==> config.mk <==
export PLATFORM = sky130hd
export DESIGN_NAME = video_out_flat
export DESIGN_NICKNAME = d
export VERILOG_FILES = /design/src/rtl/video_out_if.sv /design/src/rtl/video_out.sv /design/src/flat_wrapper.sv
export SDC_FILE = /design/constraint.sdc
export NUM_CORES = 2
export LEC_CHECK = 0
export BUFFER_PORTS_ARGS = -buffer_cell sky130_fd_sc_hd__buf_2
export CORE_MARGIN = 3
export CORE_UTILIZATION = 54
export CTS_CLUSTER_SIZE = 40
export DETAILED_ROUTE_END_ITERATION = 7
export GPL_TIMING_DRIVEN = 0
export PLACE_DENSITY = 0.68
export SETUP_SLACK_MARGIN = 0.5
export SLEW_MARGIN = 30
export SYNTH_ARGS = -nofsm -noshare
export SYNTH_HDL_FRONTEND = slang
export SYNTH_SLANG_ARGS = --single-unit
==> constraint.sdc <==
create_clock -name clk -period 3.2 [get_ports clk]
set_input_delay 0.16 -clock clk [delete_from_list [all_inputs] [get_ports clk]]
set_output_delay 0.16 -clock clk [all_outputs]
set_load 0.05 [all_outputs]
==> src/rtl/video_out_if.sv <==
// Renderer/CPU-facing bus of the palette output stage: pixel strobes, plex,
// palette write port and the RGB/blank result.
interface video_out_if;
  logic        stb_lo;
  logic        stb_hi;
  logic [7:0]  vplex_in;
  logic        hires;
  logic [3:0]  palsel;
  logic        blank;
  logic        cram_we;
  logic [7:0]  cram_addr;
  logic [14:0] cram_data;
  logic [4:0]  vred;
  logic [4:0]  vgrn;
  logic [4:0]  vblu;
  logic        vsync_blank;

  modport master (
    output stb_lo, stb_hi, vplex_in, hires, palsel, blank,
    output cram_we, cram_addr, cram_data,
    input  vred, vgrn, vblu, vsync_blank
  );

  modport slave (
    input  stb_lo, stb_hi, vplex_in, hires, palsel, blank,
    input  cram_we, cram_addr, cram_data,
    output vred, vgrn, vblu, vsync_blank
  );
endinterface

==> src/rtl/video_out.sv <==
// Palette output stage: plex -> index -> 256x15 CRAM -> blanked, registered RGB.
// Optional VOUT_PALLOCK_EN defers CPU palette writes until the display is blanked.
module video_out #(
  parameter int unsigned LAT = 3
) (
  input  logic        clk,
  input  logic        rst,
  video_out_if.slave  vif
);
  localparam int unsigned IDX_W   = 8;
  localparam int unsigned COL_W   = 15;
  localparam int unsigned DEPTH   = 256;
  localparam int unsigned ADV_W   = LAT - 1;

  logic [COL_W-1:0] cram [DEPTH];

  logic [IDX_W-1:0] plex_l;
  logic [IDX_W-1:0] idx_q;
  logic             blank0_q;
  logic             ok0_q;
  logic [ADV_W-1:0] adv_q;
  logic             blank1_q;
  logic [COL_W-1:0] rdata_q;
  logic [COL_W-1:0] rgb_q;
  logic             vsb_q;

  logic             strobe_c;
  logic [3:0]       nib_c;
  logic [IDX_W-1:0] idx_c;

  logic             mem_we_c;
  logic [IDX_W-1:0] mem_addr_c;
  logic [COL_W-1:0] mem_data_c;

  // Stage-0 index: upper nibble of fresh plex at stb_lo, lower nibble of latched plex at stb_hi
  always_comb begin
    strobe_c = vif.stb_lo | vif.stb_hi;
    nib_c    = vif.stb_lo ? vif.vplex_in[7:4] : plex_l[3:0];
    idx_c    = vif.stb_lo ? vif.vplex_in : plex_l;
    if (vif.hires) begin
      idx_c = {vif.palsel, nib_c};
    end
  end

  // Pipeline only advances behind a strobe so outputs hold between pixels
  always_ff @(posedge clk or posedge rst) begin
    if (rst) begin
      plex_l   <= '0;
      idx_q    <= '0;
      blank0_q <= 1'b1;
      ok0_q    <= 1'b0;
      adv_q    <= '0;
      blank1_q <= 1'b1;
      rdata_q  <= '0;
      rgb_q    <= '0;
      vsb_q    <= 1'b1;
    end else begin
      adv_q <= {adv_q[ADV_W-2:0], strobe_c};
      if (vif.stb_lo) begin
        plex_l <= vif.vplex_in;
        ok0_q  <= 1'b1;
      end
      if (strobe_c) begin
        idx_q    <= idx_c;
        blank0_q <= vif.blank;
      end
      if (adv_q[0]) begin
        rdata_q  <= cram[idx_q];
        blank1_q <= blank0_q | ~ok0_q;
      end
      if (adv_q[ADV_W-1]) begin
        rgb_q <= blank1_q ? COL_W'(0) : rdata_q;
        vsb_q <= blank1_q;
      end
    end
  end

`ifdef VOUT_PALLOCK_EN
  logic             pend_v_q;
  logic [IDX_W-1:0] pend_a_q;
  logic [COL_W-1:0] pend_d_q;

  // A live write during blank wins the port; the pending entry drains on a later blank cycle
  always_comb begin
    mem_we_c   = 1'b0;
    mem_addr_c = pend_a_q;
    mem_data_c = pend_d_q;
    if (vif.cram_we && blank0_q) begin
      mem_we_c   = 1'b1;
      mem_addr_c = vif.cram_addr;
      mem_data_c = vif.cram_data;
    end else if (pend_v_q && blank0_q) begin
      mem_we_c = 1'b1;
    end
  end

  always_ff @(posedge clk or posedge rst) begin
    if (rst) begin
      pend_v_q <= 1'b0;
      pend_a_q <= '0;
      pend_d_q <= '0;
    end else if (vif.cram_we && !blank0_q) begin
      pend_v_q <= 1'b1;
      pend_a_q <= vif.cram_addr;
      pend_d_q <= vif.cram_data;
    end else if (vif.cram_we) begin
      if (pend_v_q && (pend_a_q == vif.cram_addr)) begin
        pend_v_q <= 1'b0;
      end
    end else if (pend_v_q && blank0_q) begin
      pend_v_q <= 1'b0;
    end
  end
`else
  always_comb begin
    mem_we_c   = vif.cram_we;
    mem_addr_c = vif.cram_addr;
    mem_data_c = vif.cram_data;
  end
`endif

  // CRAM is not reset; reads above see pre-write contents on a same-edge write
  always_ff @(posedge clk) begin
    if (mem_we_c) begin
      cram[mem_addr_c] <= mem_data_c;
    end
  end

  assign vif.vred        = rgb_q[14:10];
  assign vif.vgrn        = rgb_q[9:5];
  assign vif.vblu        = rgb_q[4:0];
  assign vif.vsync_blank = vsb_q;

endmodule
==> src/flat_wrapper.sv <==
// flat-port wrapper written by rule: the top's interface ports become plain ports
module video_out_flat 
#(
  parameter int unsigned LAT = 3
)
  (clk, rst, vif_stb_lo, vif_stb_hi, vif_vplex_in, vif_hires, vif_palsel, vif_blank, vif_cram_we, vif_cram_addr, vif_cram_data, vif_vred, vif_vgrn, vif_vblu, vif_vsync_blank);
  video_out_if vif_i ();
  input  logic clk;
  input  logic rst;
  input wire logic [$bits(vif_i.stb_lo)-1:0] vif_stb_lo;
  input wire logic [$bits(vif_i.stb_hi)-1:0] vif_stb_hi;
  input wire logic [$bits(vif_i.vplex_in)-1:0] vif_vplex_in;
  input wire logic [$bits(vif_i.hires)-1:0] vif_hires;
  input wire logic [$bits(vif_i.palsel)-1:0] vif_palsel;
  input wire logic [$bits(vif_i.blank)-1:0] vif_blank;
  input wire logic [$bits(vif_i.cram_we)-1:0] vif_cram_we;
  input wire logic [$bits(vif_i.cram_addr)-1:0] vif_cram_addr;
  input wire logic [$bits(vif_i.cram_data)-1:0] vif_cram_data;
  output wire logic [$bits(vif_i.vred)-1:0] vif_vred;
  output wire logic [$bits(vif_i.vgrn)-1:0] vif_vgrn;
  output wire logic [$bits(vif_i.vblu)-1:0] vif_vblu;
  output wire logic [$bits(vif_i.vsync_blank)-1:0] vif_vsync_blank;
  assign vif_i.stb_lo = vif_stb_lo;
  assign vif_i.stb_hi = vif_stb_hi;
  assign vif_i.vplex_in = vif_vplex_in;
  assign vif_i.hires = vif_hires;
  assign vif_i.palsel = vif_palsel;
  assign vif_i.blank = vif_blank;
  assign vif_i.cram_we = vif_cram_we;
  assign vif_i.cram_addr = vif_cram_addr;
  assign vif_i.cram_data = vif_cram_data;
  assign vif_vred = vif_i.vred;
  assign vif_vgrn = vif_i.vgrn;
  assign vif_vblu = vif_i.vblu;
  assign vif_vsync_blank = vif_i.vsync_blank;
  video_out #(.LAT(LAT)) u_core (.clk(clk), .rst(rst), .vif(vif_i));
endmodule
# Word-level counts from Yosys, hierarchy flattened
# Memory sizes are Yosys's and may differ from the RTL's. A register that Yosys moved wholly into a read port is not among the register bits.
# Cells that the tools add are included.
# op_classes
muxes,6
n_bitwise,3
# op_table
op,n
8-bit two-way mux,2
15-bit two-way mux,1
4-bit two-way mux,1
1-bit two-way mux,2
1-bit OR,2
1-bit NOT,1
# word_totals
ram_bits,3840
n_memories,1
reg_bits,37
output_inout_bits,16
# memory_table
memory,depth,word_bits,read_ports,rd_clocked_by_memory_dff,wr,line_no,rtl
u_core.cram,256,15,1,1,1,video_out.sv:15,logic [COL_W-1:0] cram [DEPTH];

# Logic depth before layout (Yosys ltp)
# logic_depth
word_depth,2
ltp_mapped,11
mapped_depth_nobuf,6

# Worst setup path before layout
# No wires, ideal clock.
# synth_timing
path_kind,flip-flop to flip-flop
start,register u_core.idx_q[0]
end,"register u_core.rdata_q[1], read port of u_core.cram"
t_arrival_ns,2.257
setup_ns,0.134
n_path_buf,3
t_required_ns,3.066
stages_incl_launch_ff,10
setup_slack_ns,0.809
path_cell_list,dfrtp_1 > buf_6 > buf_12 > inv_4 > clkbuf_1 > mux2_2 > a2111oi_0 > o31ai_1 > a41oi_2 > o41ai_2
# synth_lines
element,line_no,rtl
from (decl),video_out.sv:18,logic [IDX_W-1:0] idx_q;
from (signal assigned),video_out.sv:64,idx_q <= idx_c;
to (decl),video_out.sv:23,logic [COL_W-1:0] rdata_q;

==> flow_summary.ini <==
[power_and_ir_drop]
p_int_uw = 86700
total_power_uw = 117000
vdd_ir_drop_max_v = 0.000493
clkPwrFrac_pct = 38.2
power.share.combinational_pct = 13.4
switching_share_pct = 25.8
power.switching_uw = 30100
powerDensity_nw_per_um2 = 647
seqPwrFrac_pct = 48.4
leakage_uw = 0.0584

[worst_hold_path]
min_path_type = in -> reg
whs_path_depth = 4

[global_routing]
grt_first_pass_wirelength_mm = 685
grt_pass1_vias = 81400
grt_util_all_layers_pct = 35.4
grt-ovfl-total = 0
grt_max_degree = 109
antenna_found_initial = 24

[outcome]
outcome = complete, but fails checks
violations = design-rule violations, negative setup slack

[synth]
yosysWarningCount = 0
synthAdderAreaFrac_pct = 0
synth.net_count = 7453
synthSimpleGateAreaFrac_pct = 1.73
synthMuxAreaShare_pct = 14.4
postSynthAreaPerCell_um2 = 20.3
synth-edff-count = 3840
synth-xor-area-share_pct = 0
postSynthRegisterBits = 3892
ys_async_sr_fraction_pct = 1.34
synth-main-ff-cell = edfxtp_1
ys_types = 59
yosysSeqAreaShare_pct = 77.5
synth_compound_gate_area_share_pct = 4.50
synth_top_family_by_area = multiplexers
synthCells = 7411
syn-cell-area_um2 = 150000

[setup_path]
end_kind = flip-flop
path_class = reg -> reg
start_kind = flip-flop
worstPathRequired_ns = 4.00
cp_max_fo = 10
worst-r2r-cell-count = 10
critPathArrivalTime_ns = 4.20

[timing]
worst_pin_slew_ns = 1.10
rsz0062_at_grt = yes
fmax_mhz = 294
fin_crit_ns = 3.40
maxSlewHeadroom_pct = 26.6
drv_slew = 0
hold_viol_final = 0
setup_ws_ns = -0.196
fin_skew_ns = 0.0491
setup_viol = 14
fin_crit_sh_pct = 106

[route]
first_pass_iters = 8
post_drt_wl_per_cell_um = 41.8
route.detailed.drc = 2
drt-total-wl_mm = 510
drt_iter0_drc = 14600
vias = 84600
drt.antenna.violating_nets = 0
vias_per_cell = 6.93

[floorplanning]
rows = 193
core_um2 = 277000
fp.dieH_um = 534
num_io_pins = 58
die_x_um = 534
die-area_um2 = 285000
start_util_pct = 54.3

[final_layout]
fin_area_um2 = 181000
area_growth_pct = 20.0
num-fill-cells = 17900
mostFrequentLayoutCells = edfxtp_1, mux2i_1, mux4_2
nets = 8201
fin_util_pct = 65.2
final_common_cell = edfxtp_1
drive_gt1_share_pct = 30.8

[clock_tree]
cts-root-buf = clkbuf_16
cts_made_buffers = 386
cts.path.max_buffers = 4
htree_num_levels = 5
cts_tree = yes
cts.clk_slew.worst_paths_ns = 0.06
clk_latency_ns = 0.99
clock_sinks = 3892

[placement]
place_area_um2 = 160000
gp_congestion = 1.04
hpwl_mm = 343
port_buffers = 49

[flow_run]
cap_violations = 0
critical path: stages (launching register included):
cell and delay [ns]:
dfrtp_4 0.57, buf_12 0.19, buf_16 0.18, buf_16 0.20
buf_12 0.14, buf_16 0.25, mux4_2 0.55, a211oi_2 0.35
a22oi_2 0.15, a41oi_4 0.46, o31ai_4 0.15
routing by layer:
metal,GRT usage (%),vias to the layer above,wire length (µm)
met1,46.0,43900,174000
met3,12.6,1500,72000
met5,0,-,100
met2,50.4,6678,221000
met4,24.2,18,41900
li1,-,32400,-
sequential cells by signal, summed over array words and instances, names as in the netlist:
signal,cells
u_core.blank0_q,1
u_core.idx_q,8
u_core.ok0_q,1
u_core.adv_q,2
u_core.cram,3840
u_core.plex_l,8
u_core.rgb_q,15
u_core.vif.vsync_blank,1
u_core.rdata_q,15
u_core.blank1_q,1
cell families (layout without fill, tap and decap cells):
kind of cell / Yosys count / in the layout
AO/OA/AOI/OAI: 974 / 974
other: 0 / 16
flip-flops: 3892 / 3892
buffers and inverters: 483 / 1547
AND/OR/NAND/NOR: 586 / 586
multiplexers: 1476 / 1476
synth_stat cells (59+ instances only):
library cell	instances	area (µm²)
edfxtp_1	3840	115000
mux2i_1	866	8670
mux4_2	547	12300
o22ai_1	281	1760
nor2_1	277	1040
clkbuf_1	209	785
o21ai_0	131	656
o221ai_1	116	1020
a211oi_1	108	811
nand2_1	105	394
a221oi_1	104	911
buf_2	89	445
a21oi_1	87	435
buf_4	72	541
mux2_2	63	709
nand3_1	61	305
buf_6	59	664
final timing paths:
kind                       slack, ns       startpoint                 end
setup / recovery               -0.20  u_core.idx_q[0]  u_core.rdata_q[13]
hold / removal                  0.09    vif_palsel[3]     u_core.idx_q[7]
setup reg to reg               -0.20  u_core.idx_q[0]  u_core.rdata_q[13]
hold reg to reg                 0.39  u_core.adv_q[0]     u_core.adv_q[1]
max in group asynchronous       2.44              rst     u_core.blank0_q
min in group asynchronous       0.24              rst     u_core.rgb_q[4]
final cells by class:
type	instances	area [µm²]	area share (%)
Sequential cell	3892	117000	64.6
Multi-Input combinational cell	3036	36900	20.5
Clock buffer	482	10100	5.57
Buffer	461	5360	2.97
Tap cell	3705	4640	2.57
Timing Repair Buffer	360	4610	2.55
Clock inverter	222	2190	1.21
Inverter	22	104	0.0575
Antenna cell	16	40.0	0.0222
what timing repair did:
| action | CTS | global route |
|---|---|---|
| pin swaps | 103 | 68 |
| buffers inserted | 67 | 59 |
| gates cloned | 7 | 1 |
| endpoints found under the hold margin | 1938 | 0 |
| endpoints found under the setup margin | 19 | 45 |
| resized for setup | 1299 | 205 |
| hold buffers | 51 | 0 |
through the flow:
step | setup TNS (ns) | cells | hold WS [ns] | setup WS (ns)
after floorplan | 0 | 7411 | 0.259 | 0.809
after global placement | -8416.67 | 11200 | 0.361 | -3.12
after detailed placement | -194.10 | 11300 | 0.0725 | -2.56
after CTS | -0.0439 | 12100 | 0.0240 | -0.0159
after global routing | -1.02 | 12200 | 0.111 | -0.128
final | -1.62 | 12200 | 0.0927 | -0.196
power groups by stage:
| stage | logic (µW) | registers, µW | clock network [µW] |
|---|---|---|---|
| floorplan | 5770 | 57600 | 0 |
| global placement | 11600 | 57800 | 0 |
| detailed placement | 12100 | 57600 | 0 |
| CTS | 14400 | 56500 | 44600 |
| global route | 15600 | 56500 | 46700 |
| finish | 15600 | 56500 | 44700 |
No activity file was read; power rests on OpenSTA's default activity.
